[src/rtl/lcd_spi_pkg.sv]
// Shared constants and types for the LCD SPI receiver.
//   CMD_*        : controller command opcodes recognised by the command tracker
//   *_END_DEF    : default drawing window limits after reset
//   rx_entry_t   : one received byte together with its dc flag (FIFO entry)
package lcd_spi_pkg;

  localparam logic [7:0] CMD_CASET = 8'h2A;
  localparam logic [7:0] CMD_PASET = 8'h2B;
  localparam logic [7:0] CMD_RAMWR = 8'h2C;

  localparam logic [15:0] COL_END_DEF = 16'd239;
  localparam logic [15:0] ROW_END_DEF = 16'd319;

  typedef struct packed {
    logic       dc;
    logic [7:0] data;
  } rx_entry_t;

endpackage

[src/rtl/lcd_rx_fifo.sv]
// Synchronous FIFO for received bytes (9 bits: {dc, byte}).
//   push/wdata : write request; accepted when not full, or when full and popping
//   pop        : read request; ignored when empty
//   rdata      : head entry (combinational from storage)
//   full/empty : occupancy flags
module lcd_rx_fifo #(
  parameter int unsigned DEPTH = 4
) (
  input  logic       clk,
  input  logic       rst_n,
  input  logic       push,
  input  logic [8:0] wdata,
  input  logic       pop,
  output logic [8:0] rdata,
  output logic       full,
  output logic       empty
);

  localparam int unsigned AW = $clog2(DEPTH);
  localparam logic [AW:0] PtrOne = 1;

  logic [8:0]  mem_q [DEPTH];
  logic [AW:0] wr_ptr_q, rd_ptr_q;
  logic        do_push, do_pop;

  // Extra pointer MSB distinguishes full from empty.
  assign empty   = (wr_ptr_q == rd_ptr_q);
  assign full    = (wr_ptr_q[AW] != rd_ptr_q[AW]) && (wr_ptr_q[AW-1:0] == rd_ptr_q[AW-1:0]);
  assign do_pop  = pop && !empty;
  assign do_push = push && (!full || do_pop);
  assign rdata   = mem_q[rd_ptr_q[AW-1:0]];

  always_ff @(posedge clk or negedge rst_n) begin
    if (!rst_n) begin
      wr_ptr_q <= '0;
      rd_ptr_q <= '0;
    end else begin
      if (do_push) wr_ptr_q <= wr_ptr_q + PtrOne;
      if (do_pop)  rd_ptr_q <= rd_ptr_q + PtrOne;
    end
  end

  // Storage needs no reset; the pointers define validity.
  always_ff @(posedge clk) begin
    if (do_push) mem_q[wr_ptr_q[AW-1:0]] <= wdata;
  end

endmodule

[src/rtl/lcd_spi_rx.sv]
// SPI (mode 0) receiver for an LCD controller front end.
//   sck/mosi/cs/dc : SPI pins, synchronised to clk internally
//   ena            : receiver enable
//   rx_*           : received-byte FIFO head with valid/ready handshake
//   cur_cmd        : last command byte seen
//   pix_*          : RGB565 pixel stream decoded from RAMWR data, with (x, y) position
//   overflow       : sticky, a byte was dropped on a full FIFO
//   frame_err      : sticky, cs rose in the middle of a byte
import lcd_spi_pkg::*;

module lcd_spi_rx #(
  parameter int unsigned FIFO_DEPTH = 4
) (
  input  logic        clk,
  input  logic        rst_n,
  input  logic        ena,
  input  logic        sck,
  input  logic        mosi,
  input  logic        cs,
  input  logic        dc,
  input  logic        rx_ready,
  output logic        rx_valid,
  output logic [7:0]  rx_byte,
  output logic        rx_dc,
  output logic [7:0]  cur_cmd,
  output logic        pix_valid,
  output logic [15:0] pix_data,
  output logic [15:0] pix_x,
  output logic [15:0] pix_y,
  output logic        overflow,
  output logic        frame_err
);

  // Synchronisers and sck edge detect
  logic [1:0] sck_sync_q, mosi_sync_q, cs_sync_q, dc_sync_q;
  logic       sck_prev_q;
  logic       sck_s, mosi_s, cs_s, dc_s, sck_rise;

  always_ff @(posedge clk or negedge rst_n) begin
    if (!rst_n) begin
      sck_sync_q  <= '0;
      mosi_sync_q <= '0;
      cs_sync_q   <= '0;
      dc_sync_q   <= '0;
      sck_prev_q  <= 1'b0;
    end else begin
      sck_sync_q  <= {sck_sync_q[0], sck};
      mosi_sync_q <= {mosi_sync_q[0], mosi};
      cs_sync_q   <= {cs_sync_q[0], cs};
      dc_sync_q   <= {dc_sync_q[0], dc};
      sck_prev_q  <= sck_sync_q[1];
    end
  end

  assign sck_s    = sck_sync_q[1];
  assign mosi_s   = mosi_sync_q[1];
  assign cs_s     = cs_sync_q[1];
  assign dc_s     = dc_sync_q[1];
  assign sck_rise = sck_s && !sck_prev_q;

  // Shifter
  logic [7:0] shift_q;
  logic [2:0] bit_cnt_q;
  logic       bit_stb, byte_stb;
  logic [7:0] byte_val;

  assign bit_stb  = !cs_s && ena && sck_rise;
  assign byte_stb = bit_stb && (bit_cnt_q == 3'd7);
  assign byte_val = {shift_q[6:0], mosi_s};

  always_ff @(posedge clk or negedge rst_n) begin
    if (!rst_n) begin
      shift_q   <= '0;
      bit_cnt_q <= '0;
      frame_err <= 1'b0;
    end else if (cs_s) begin
      // Bit count can only be nonzero here if cs just rose mid-byte.
      if (bit_cnt_q != 3'd0) frame_err <= 1'b1;
      shift_q   <= '0;
      bit_cnt_q <= '0;
    end else if (bit_stb) begin
      shift_q   <= byte_val;
      bit_cnt_q <= bit_cnt_q + 3'd1;  // wraps to 0 on the 8th bit
    end
  end

  // Received-byte FIFO
  rx_entry_t wr_entry, rd_entry;
  logic      fifo_full, fifo_empty, fifo_pop;

  assign wr_entry = '{dc: dc_s, data: byte_val};
  assign fifo_pop = rx_valid && rx_ready;

  lcd_rx_fifo #(
    .DEPTH (FIFO_DEPTH)
  ) u_fifo (
    .clk   (clk),
    .rst_n (rst_n),
    .push  (byte_stb),
    .wdata (wr_entry),
    .pop   (fifo_pop),
    .rdata (rd_entry),
    .full  (fifo_full),
    .empty (fifo_empty)
  );

  assign rx_valid = !fifo_empty;
  assign rx_byte  = rd_entry.data;
  assign rx_dc    = rd_entry.dc;

  always_ff @(posedge clk or negedge rst_n) begin
    if (!rst_n) begin
      overflow <= 1'b0;
    end else if (byte_stb && fifo_full && !fifo_pop) begin
      overflow <= 1'b1;
    end
  end

  // Command tracker, fed straight from the shifter so it never stalls on rx_ready
  logic [7:0]  param_idx_q;
  logic        phase_q;
  logic [7:0]  hi_byte_q;
  logic [15:0] col_start_q, col_end_q, row_start_q, row_end_q;
  logic [15:0] x_q, y_q;

  always_ff @(posedge clk or negedge rst_n) begin
    if (!rst_n) begin
      cur_cmd     <= '0;
      param_idx_q <= '0;
      phase_q     <= 1'b0;
      hi_byte_q   <= '0;
      col_start_q <= '0;
      col_end_q   <= COL_END_DEF;
      row_start_q <= '0;
      row_end_q   <= ROW_END_DEF;
      x_q         <= '0;
      y_q         <= '0;
      pix_valid   <= 1'b0;
      pix_data    <= '0;
      pix_x       <= '0;
      pix_y       <= '0;
    end else begin
      pix_valid <= 1'b0;
      if (byte_stb) begin
        if (!dc_s) begin
          cur_cmd     <= byte_val;
          param_idx_q <= '0;
          phase_q     <= 1'b0;
          if (byte_val == CMD_RAMWR) begin
            x_q <= col_start_q;
            y_q <= row_start_q;
          end
        end else begin
          if (param_idx_q != 8'hFF) param_idx_q <= param_idx_q + 8'd1;
          if (cur_cmd == CMD_CASET) begin
            case (param_idx_q)
              8'd0: col_start_q[15:8] <= byte_val;
              8'd1: col_start_q[7:0]  <= byte_val;
              8'd2: col_end_q[15:8]   <= byte_val;
              8'd3: col_end_q[7:0]    <= byte_val;
              default: ;
            endcase
          end else if (cur_cmd == CMD_PASET) begin
            case (param_idx_q)
              8'd0: row_start_q[15:8] <= byte_val;
              8'd1: row_start_q[7:0]  <= byte_val;
              8'd2: row_end_q[15:8]   <= byte_val;
              8'd3: row_end_q[7:0]    <= byte_val;
              default: ;
            endcase
          end else if (cur_cmd == CMD_RAMWR) begin
            if (!phase_q) begin
              hi_byte_q <= byte_val;
              phase_q   <= 1'b1;
            end else begin
              phase_q   <= 1'b0;
              pix_valid <= 1'b1;
              pix_data  <= {hi_byte_q, byte_val};
              pix_x     <= x_q;
              pix_y     <= y_q;
              if (x_q < col_end_q) begin
                x_q <= x_q + 16'd1;
              end else begin
                x_q <= col_start_q;
                y_q <= (y_q >= row_end_q) ? row_start_q : y_q + 16'd1;
              end
            end
          end
        end
      end
    end
  end

endmodule

[config.mk]
export PLATFORM = sky130hd
export DESIGN_NAME = lcd_spi_rx
export DESIGN_NICKNAME = d
export VERILOG_FILES = /design/src/rtl/lcd_spi_pkg.sv /design/src/rtl/lcd_rx_fifo.sv /design/src/rtl/lcd_spi_rx.sv
export SDC_FILE = /design/constraint.sdc
export NUM_CORES = 1
export LEC_CHECK = 0
export ABC_AREA = 1
export ABC_CLOCK_PERIOD_IN_PS = 3050
export BUFFER_PORTS_ARGS = -buffer_cell sky130_fd_sc_hd__clkbuf_2
export CAP_MARGIN = 20
export CORE_MARGIN = 3
export CORE_UTILIZATION = 55
export CTS_CLUSTER_DIAMETER = 80
export DETAILED_ROUTE_END_ITERATION = 16
export PLACE_DENSITY_LB_ADDON = 0.05
export REMOVE_ABC_BUFFERS = 1
export SLEW_MARGIN = 5
export SYNTH_ARGS = -nofsm -noshare
export SYNTH_HDL_FRONTEND = slang
export SYNTH_SLANG_ARGS = --single-unit
[constraint.sdc]
create_clock -name clk -period 3.05 [get_ports clk]
set_clock_uncertainty 0.15 [all_clocks]
set_input_delay 0.1525 -clock clk [delete_from_list [all_inputs] [get_ports clk]]
set_output_delay 0.1525 -clock clk [all_outputs]
set_load 0.03 [all_outputs]
==> qor.csv, run 1 <==
metric,value,unit
CTS Sinks,233,
GRT Overall Usage,23.7,%
vias in the first global route,8130,
dpl cell area,11400,µm²
critical path's slowest cell,dfrtp_1,
Detail Placement HPWL,16400,µm
Startpoint Class,flip-flop,
Die X,146,µm
routability cong.,0.849,
Synth Flop Type,dfrtp_1,
Final setup viols,0,
Worst R2R End,y_q[6],
Yosys warning total,0,
row count,50,
Max Buffers Root-to-Sink,3,
design area,12200,µm²
Yosys reg bits,233,
Clock transition at path regs,0.06,ns
PwrDens,547,nW/µm²
outcome,completed,
highest metal used,met4,
Via density,5.32,
Diodes inserted,0,
CTS tree,yes,
"Slew Viols, Final",0,
worst r2r path cells,12,
"number of placed instances, taps included",1475,
metal2 WL,11500,µm
setup TNS,0,ns
initial antenna violation count,0,
hold_ws,0.126,ns
syn avg cell area,9.22,µm²
min cycle time layout,2.56,ns
CP max stage delay,0.38,ns
post-synthesis sequential area ratio,56.0,%
Die H,146,µm
Initial Util,56.8,%
die area,21300,µm²
htree depth,1,
HP Class,in2reg,
wire per inst,16.3,µm
R2R setup slack,0.49,ns
M1 WL,11800,µm
hold wc startpoint,sck,
clock root buffer,clkbuf_16,
DR iter-0 viols,513,
Num CTS Buffers,25,
Ports,77,
maximum vdd ir drop,0.403,mV
Final Hold Viols,0,
synthesis-to-layout area growth,13.7,%
final period utilization,83.9,%
origin of the critical flop-to-flop path,bit_cnt_q[0],
global-route wire length before repair,41500,µm
CP Capture Type,flip-flop,
DRC,0,
Antenna Nets Post-Route,0,
Setup Crit Path Kind,reg2reg,
Post-synth EDFFs,36,
layout cells sized above 1,12.9,%
Worst-Margin Slew,0.753,ns
CP arrival,2.83,ns
# fillers,1638,
fin nets,1304,
IO buf count,76,
CORE AREA,19000,µm²
setup repair after global routing missed its margin,false,
Total Power,6.69,mW
crit path cell chain,ha_1 > ha_1 > inv_1 > nor2_8 > nand2_1 > nand2_2 > nand3_4 > inv_2 > nand2_2 > inv_4 > nand2_1 > o21ai_0,
Leak Pwr,5.79,nW
Mapped Cells,1167,
max_slew headroom,49.8,%
Finished Layout Cells,1529,
max_cap viols,0,
Min-Delay Endpoint,sck_sync_q[0],
via count,8137,
Routed met3 length,1110,µm
Clock Latency Late Sink,0.52,ns
worst-path maximum fanout,27,
Congestion Overflow GR,0,
hold path cells,2,
Post-Syn Area,10800,µm²
CP Data Required Time,3.32,ns
final wirelength,24900,µm
largest net degree at the start of global routing,81,
post-CTS setup buffers,0,
post-synth cell types,44,
ys async rst share,84.5,%
FMAX,391,MHz
TritonRoute pass-1 iters,5,
worst max-delay path: cells and delay by family (launching register included):
| kind | cells | cell delay [ns] |
|---|---|---|
| compound gates | 1 | 0.17 |
| simple gates | 6 | 0.72 |
| flops | 1 | 0.38 |
| fa+ha+maj | 2 | 0.33 |
| buf+inv | 3 | 0.67 |
final cells by class:
class	count	area, µm²	area share (%)
tap	260	325	2.66
inverter	132	498	4.07
clock inverter	7	38.8	0.317
clock buffer	38	704	5.76
sequential	233	6030	49.3
timing repair buffer	101	612	5.00
multi-input combinational	758	4030	32.9
state kept, by name, summed over array words and instances (netlist names), 16 cells and up:
| signal | flops |
|---|---|
| col_end_q | 16 |
| col_start_q | 16 |
| pix_data | 16 |
| pix_x | 16 |
| pix_y | 16 |
| row_end_q | 16 |
| row_start_q | 16 |
| u_fifo.mem_q | 36 |
| x_q | 16 |
| y_q | 16 |
repair_timing:
action	4_1_cts	5_1_grt
gates resized for setup	0	0
endpoints found under the hold margin	201	0
hold buffers	9	0
power by group:
| part | leakage, nW | total (mW) | internal [mW] | switching, mW |
|---|---|---|---|---|
| Clock | 0.369 | 2.77 | 1.59 | 1.18 |
| Sequential | 2.84 | 3.23 | 3.18 | 0.0438 |
| Combinational | 2.58 | 0.687 | 0.195 | 0.492 |
| Total | 5.79 | 6.69 | 4.97 | 1.72 |
metrics by stage:
step,setup WS (ns),util [%]
after floorplan,0.458,-
after global placement,0.620,60.2
after detailed placement,0.521,60.2
after CTS,0.487,64.5
after global routing,0.276,64.5
final,0.492,64.5
metal layers:
| layer | up-vias | global-route usage [%] |
|---|---|---|
| li1 | 4000 | - |
| met1 | 3921 | 33.6 |
| met2 | 183 | 39.3 |
| met3 | 33 | 3.46 |
| met4 | 0 | 5.03 |
| met5 | - | 0 |
placed cells by master, fill, tap and decap left out, types with 4 or more instances in the layout:
cell type	count
buf_4	15
nand3_2	8
clkbuf_2	75
nand3_1	44
dlygate4sd3_1	9
nor2_1	68
nor3_1	15
inv_2	4
nand2_1	276
nor4_1	4
nand4_1	10
xor2_1	29
o21ai_0	150
clkbuf_16	25
ha_1	45
clkinv_2	6
inv_1	126
o21ai_1	22
clkbuf_8	4
edfxtp_1	36
clkbuf_1	10
o22ai_1	23
dfrtp_1	183
a21oi_1	31
xnor2_1	4
dfstp_2	14
how the worst max path moves through the flow:
| stage | start | to | slack [ns] | depth (start not counted) |
|---|---|---|---|---|
| after floorplan | bit_cnt_q[0] | pix_data[10] | 0.46 | 10 |
| after global placement | bit_cnt_q[0] | y_q[7] | 0.62 | 13 |
| after detailed placement | bit_cnt_q[0] | y_q[6] | 0.52 | 12 |
| after CTS | bit_cnt_q[0] | y_q[6] | 0.49 | 12 |
| after global routing | bit_cnt_q[0] | y_q[7] | 0.28 | 13 |
| final | bit_cnt_q[0] | y_q[6] | 0.49 | 12 |
cells in the mapped netlist, types with 2 or more instances:
| cell | number | area share, % |
|---|---|---|
| nor3_1 | 15 | 0.70 |
| ha_1 | 45 | 5.2 |
| buf_4 | 2 | 0.14 |
| nor2_8 | 2 | 0.37 |
| dfstp_2 | 14 | 3.4 |
| nand3_1 | 44 | 2.0 |
| o22ai_1 | 23 | 1.3 |
| xor2_1 | 29 | 2.4 |
| nor2_1 | 68 | 2.4 |
| nand3b_1 | 3 | 0.21 |
| buf_6 | 2 | 0.21 |
| o21a_1 | 3 | 0.21 |
| a21oi_1 | 31 | 1.4 |
| buf_2 | 13 | 0.60 |
| o21ai_0 | 150 | 7.0 |
| nand3_2 | 8 | 0.74 |
| o21ai_1 | 22 | 1.0 |
| o211ai_1 | 3 | 0.21 |
| inv_2 | 4 | 0.14 |
| inv_1 | 126 | 4.4 |
| xnor2_1 | 4 | 0.33 |
| nor4_1 | 4 | 0.23 |
| nand4_1 | 10 | 0.58 |
| nand3_4 | 2 | 0.33 |
| nand2_1 | 276 | 9.6 |
| edfxtp_1 | 36 | 10 |
| clkbuf_1 | 26 | 0.91 |
| dfrtp_1 | 183 | 43 |
| a211oi_1 | 2 | 0.14 |
| nand2_2 | 3 | 0.17 |
cell families after synthesis:
logic type      after synthesis  share of synthesized area [%]
fa+ha+maj                    45                           5.23
compound gates              239                           11.7
xor+xnor                     33                           2.69
buf+inv                     176                           6.52
simple gates                441                           17.8
flops                       233                           56.0
Note: power is estimated with default switching activity, not from simulation.
==> inputs of run 2 (changes only) <==
Settings changed: ABC_CLOCK_PERIOD_IN_PS 3050 to 2550.
Clock period 3.05 ns to 2.55 ns, I/O delays scaled along.
==> run 2 against run 1 <==
Register-to-register slack worse by 0.22 ns. Critical path type unchanged. Cell area up 1.6%. Sequential share of layout area down 0.78 points. Highest routed layer unchanged.
==> qor.csv, run 2 (synthesis gave the netlist of run 1 again) <==
metric,value,unit,change
Setup Crit Path Kind,reg2reg,,unchanged
die area,21300,µm²,unchanged
DRC,0,,unchanged
CP Data Required Time,2.81,ns,was 3.32 ns
setup repair after global routing missed its margin,false,,unchanged
largest net degree at the start of global routing,90,,was 81
Finished Core Util,65.6,%,was 64.5%
CTS Sinks,233,,unchanged
outcome,completed,,unchanged
# fillers,1615,,was 1638
Antenna Nets Post-Route,0,,unchanged
layout cells sized above 1,14.1,%,was 12.9%
worst-path maximum fanout,19,,was 27
"commonest non-fill, non-tap cells in the layout","nand2_1, dfrtp_1, o21ai_0",,unchanged
Congestion Overflow GR,0,,unchanged
FMAX,439,MHz,was 391 MHz
Worst-Margin Slew,0.750,ns,was 0.753 ns
dpl cell area,11500,µm²,was 11400 µm²
initial antenna violation count,0,,unchanged
CP arrival,2.54,ns,was 2.83 ns
CP Capture Type,flip-flop,,unchanged
via count,8012,,was 8137
"Slew Viols, Final",0,,unchanged
Startpoint Class,flip-flop,,unchanged
Final Hold Viols,0,,unchanged
Diodes inserted,0,,unchanged
design area,12400,µm²,was 12200 µm²
final wirelength,24500,µm,was 24900 µm
Die X,146,µm,unchanged
final period utilization,89.4,%,was 83.9%
Detail Placement HPWL,16200,µm,was 16400 µm
Die H,146,µm,unchanged
CTS tree,yes,,unchanged
clock root buffer,clkbuf_16,,unchanged
Initial Util,56.8,%,unchanged
Clock Latency Late Sink,0.53,ns,was 0.52 ns
max_slew headroom,50.0,%,was 49.8%
Ports,77,,unchanged
htree depth,1,,unchanged
CORE AREA,19000,µm²,unchanged
row count,50,,unchanged
R2R setup slack,0.27,ns,was 0.49 ns
global-route wire length before repair,41000,µm,was 41500 µm
wire per inst,15.9,µm,was 16.3 µm
fin nets,1312,,was 1304
Clock transition at path regs,0.07,ns,was 0.06 ns
DR iter-0 viols,428,,was 513
IO buf count,76,,unchanged
post-CTS setup buffers,0,,unchanged
min cycle time layout,2.28,ns,was 2.56 ns
routability cong.,0.866,,was 0.849
Final setup viols,0,,unchanged
synthesis-to-layout area growth,15.5,%,was 13.7%
max FFs per register,36,,unchanged
max_cap viols,0,,unchanged
Max Buffers Root-to-Sink,3,,unchanged
Via density,5.21,,was 5.32
PwrDens,676,nW/µm²,was 547 nW/µm²
vias in the first global route,7928,,was 8130
HP Class,in2async,,was in2reg
GRT Overall Usage,23.6,%,was 23.7%
Num CTS Buffers,25,,unchanged
TritonRoute pass-1 iters,6,,was 5
Leak Pwr,5.89,nW,was 5.79 nW
"most common cell after layout, fill and taps aside",nand2_1,,unchanged
setup TNS,0,ns,unchanged
maximum vdd ir drop,0.470,mV,was 0.403 mV
==> run 2: metrics by stage <==
step	hold slack, ns	instances	power (mW)	worst slack [ns]
after CTS	0.0799	1538	8.49	0.250
after global placement	0.0853	1485	4.76	0.346
after detailed placement	0.0876	1485	4.78	0.311
after global routing	0.107	1538	8.74	0.0151
after floorplan	-0.318	1123	4.45	-0.0419
final	0.0789	1538	8.40	0.271
==> run 2: critical path, stage by stage (launching register included) <==
cell	delay (ns)
dfrtp_1	0.42
ha_1	0.22
ha_1	0.17
inv_1	0.14
nor2_8	0.08
nand2_1	0.09
buf_4	0.22
inv_1	0.13
a31oi_1	0.30
nor2_1	0.12
nand3_1	0.08
nand2_1	0.05
==> run 2: repair_timing <==
| item | 4_1_cts | 5_1_grt |
|---|---|---|
| hold buffers | 7 | 0 |
| gates resized for setup | 0 | 1 |
| endpoints found under the setup margin | 0 | 1 |
| hold endpoints to repair | 103 | 0 |
==> run 2: area by class of cell <==
cell class	instances	area, µm²	area share (%)
Multi-Input combinational cell	758	4030	32.4
Tap cell	260	325	2.62
Clock buffer	38	749	6.03
Clock inverter	8	108	0.866
Inverter	132	498	4.01
Sequential cell	233	6030	48.5
Timing Repair Buffer	109	692	5.57
==> run 2: final timing paths <==
path,cells past startpoint,to,start
setup reg to reg,11,y_q[10],bit_cnt_q[0]
hold / removal,2,u_fifo.wr_ptr_q[2],rst_n
max in group asynchronous,3,x_q[7],rst_n
setup / recovery,11,y_q[10],bit_cnt_q[0]
hold reg to reg,0,mosi_sync_q[1],mosi_sync_q[0]
min in group clk,2,mosi_sync_q[0],mosi
==> run 2: layer usage <==
layer,up-vias,GRT usage (%),share of wire [%]
li1,4014,-,-
met1,3775,32.9,46
met2,187,39.5,47
met3,36,3.46,5.1
met4,0,5.27,1.7
met5,-,0,0
==> run 2: report_power, final <==
part           leakage (nW)  internal [mW]  switching [mW]  total [mW]
Combinational          2.63          0.248           0.576       0.824
Clock                 0.420           2.24            1.46        3.70
Sequential             2.84           3.81          0.0715        3.88
Total                  5.89           6.29            2.10        8.40
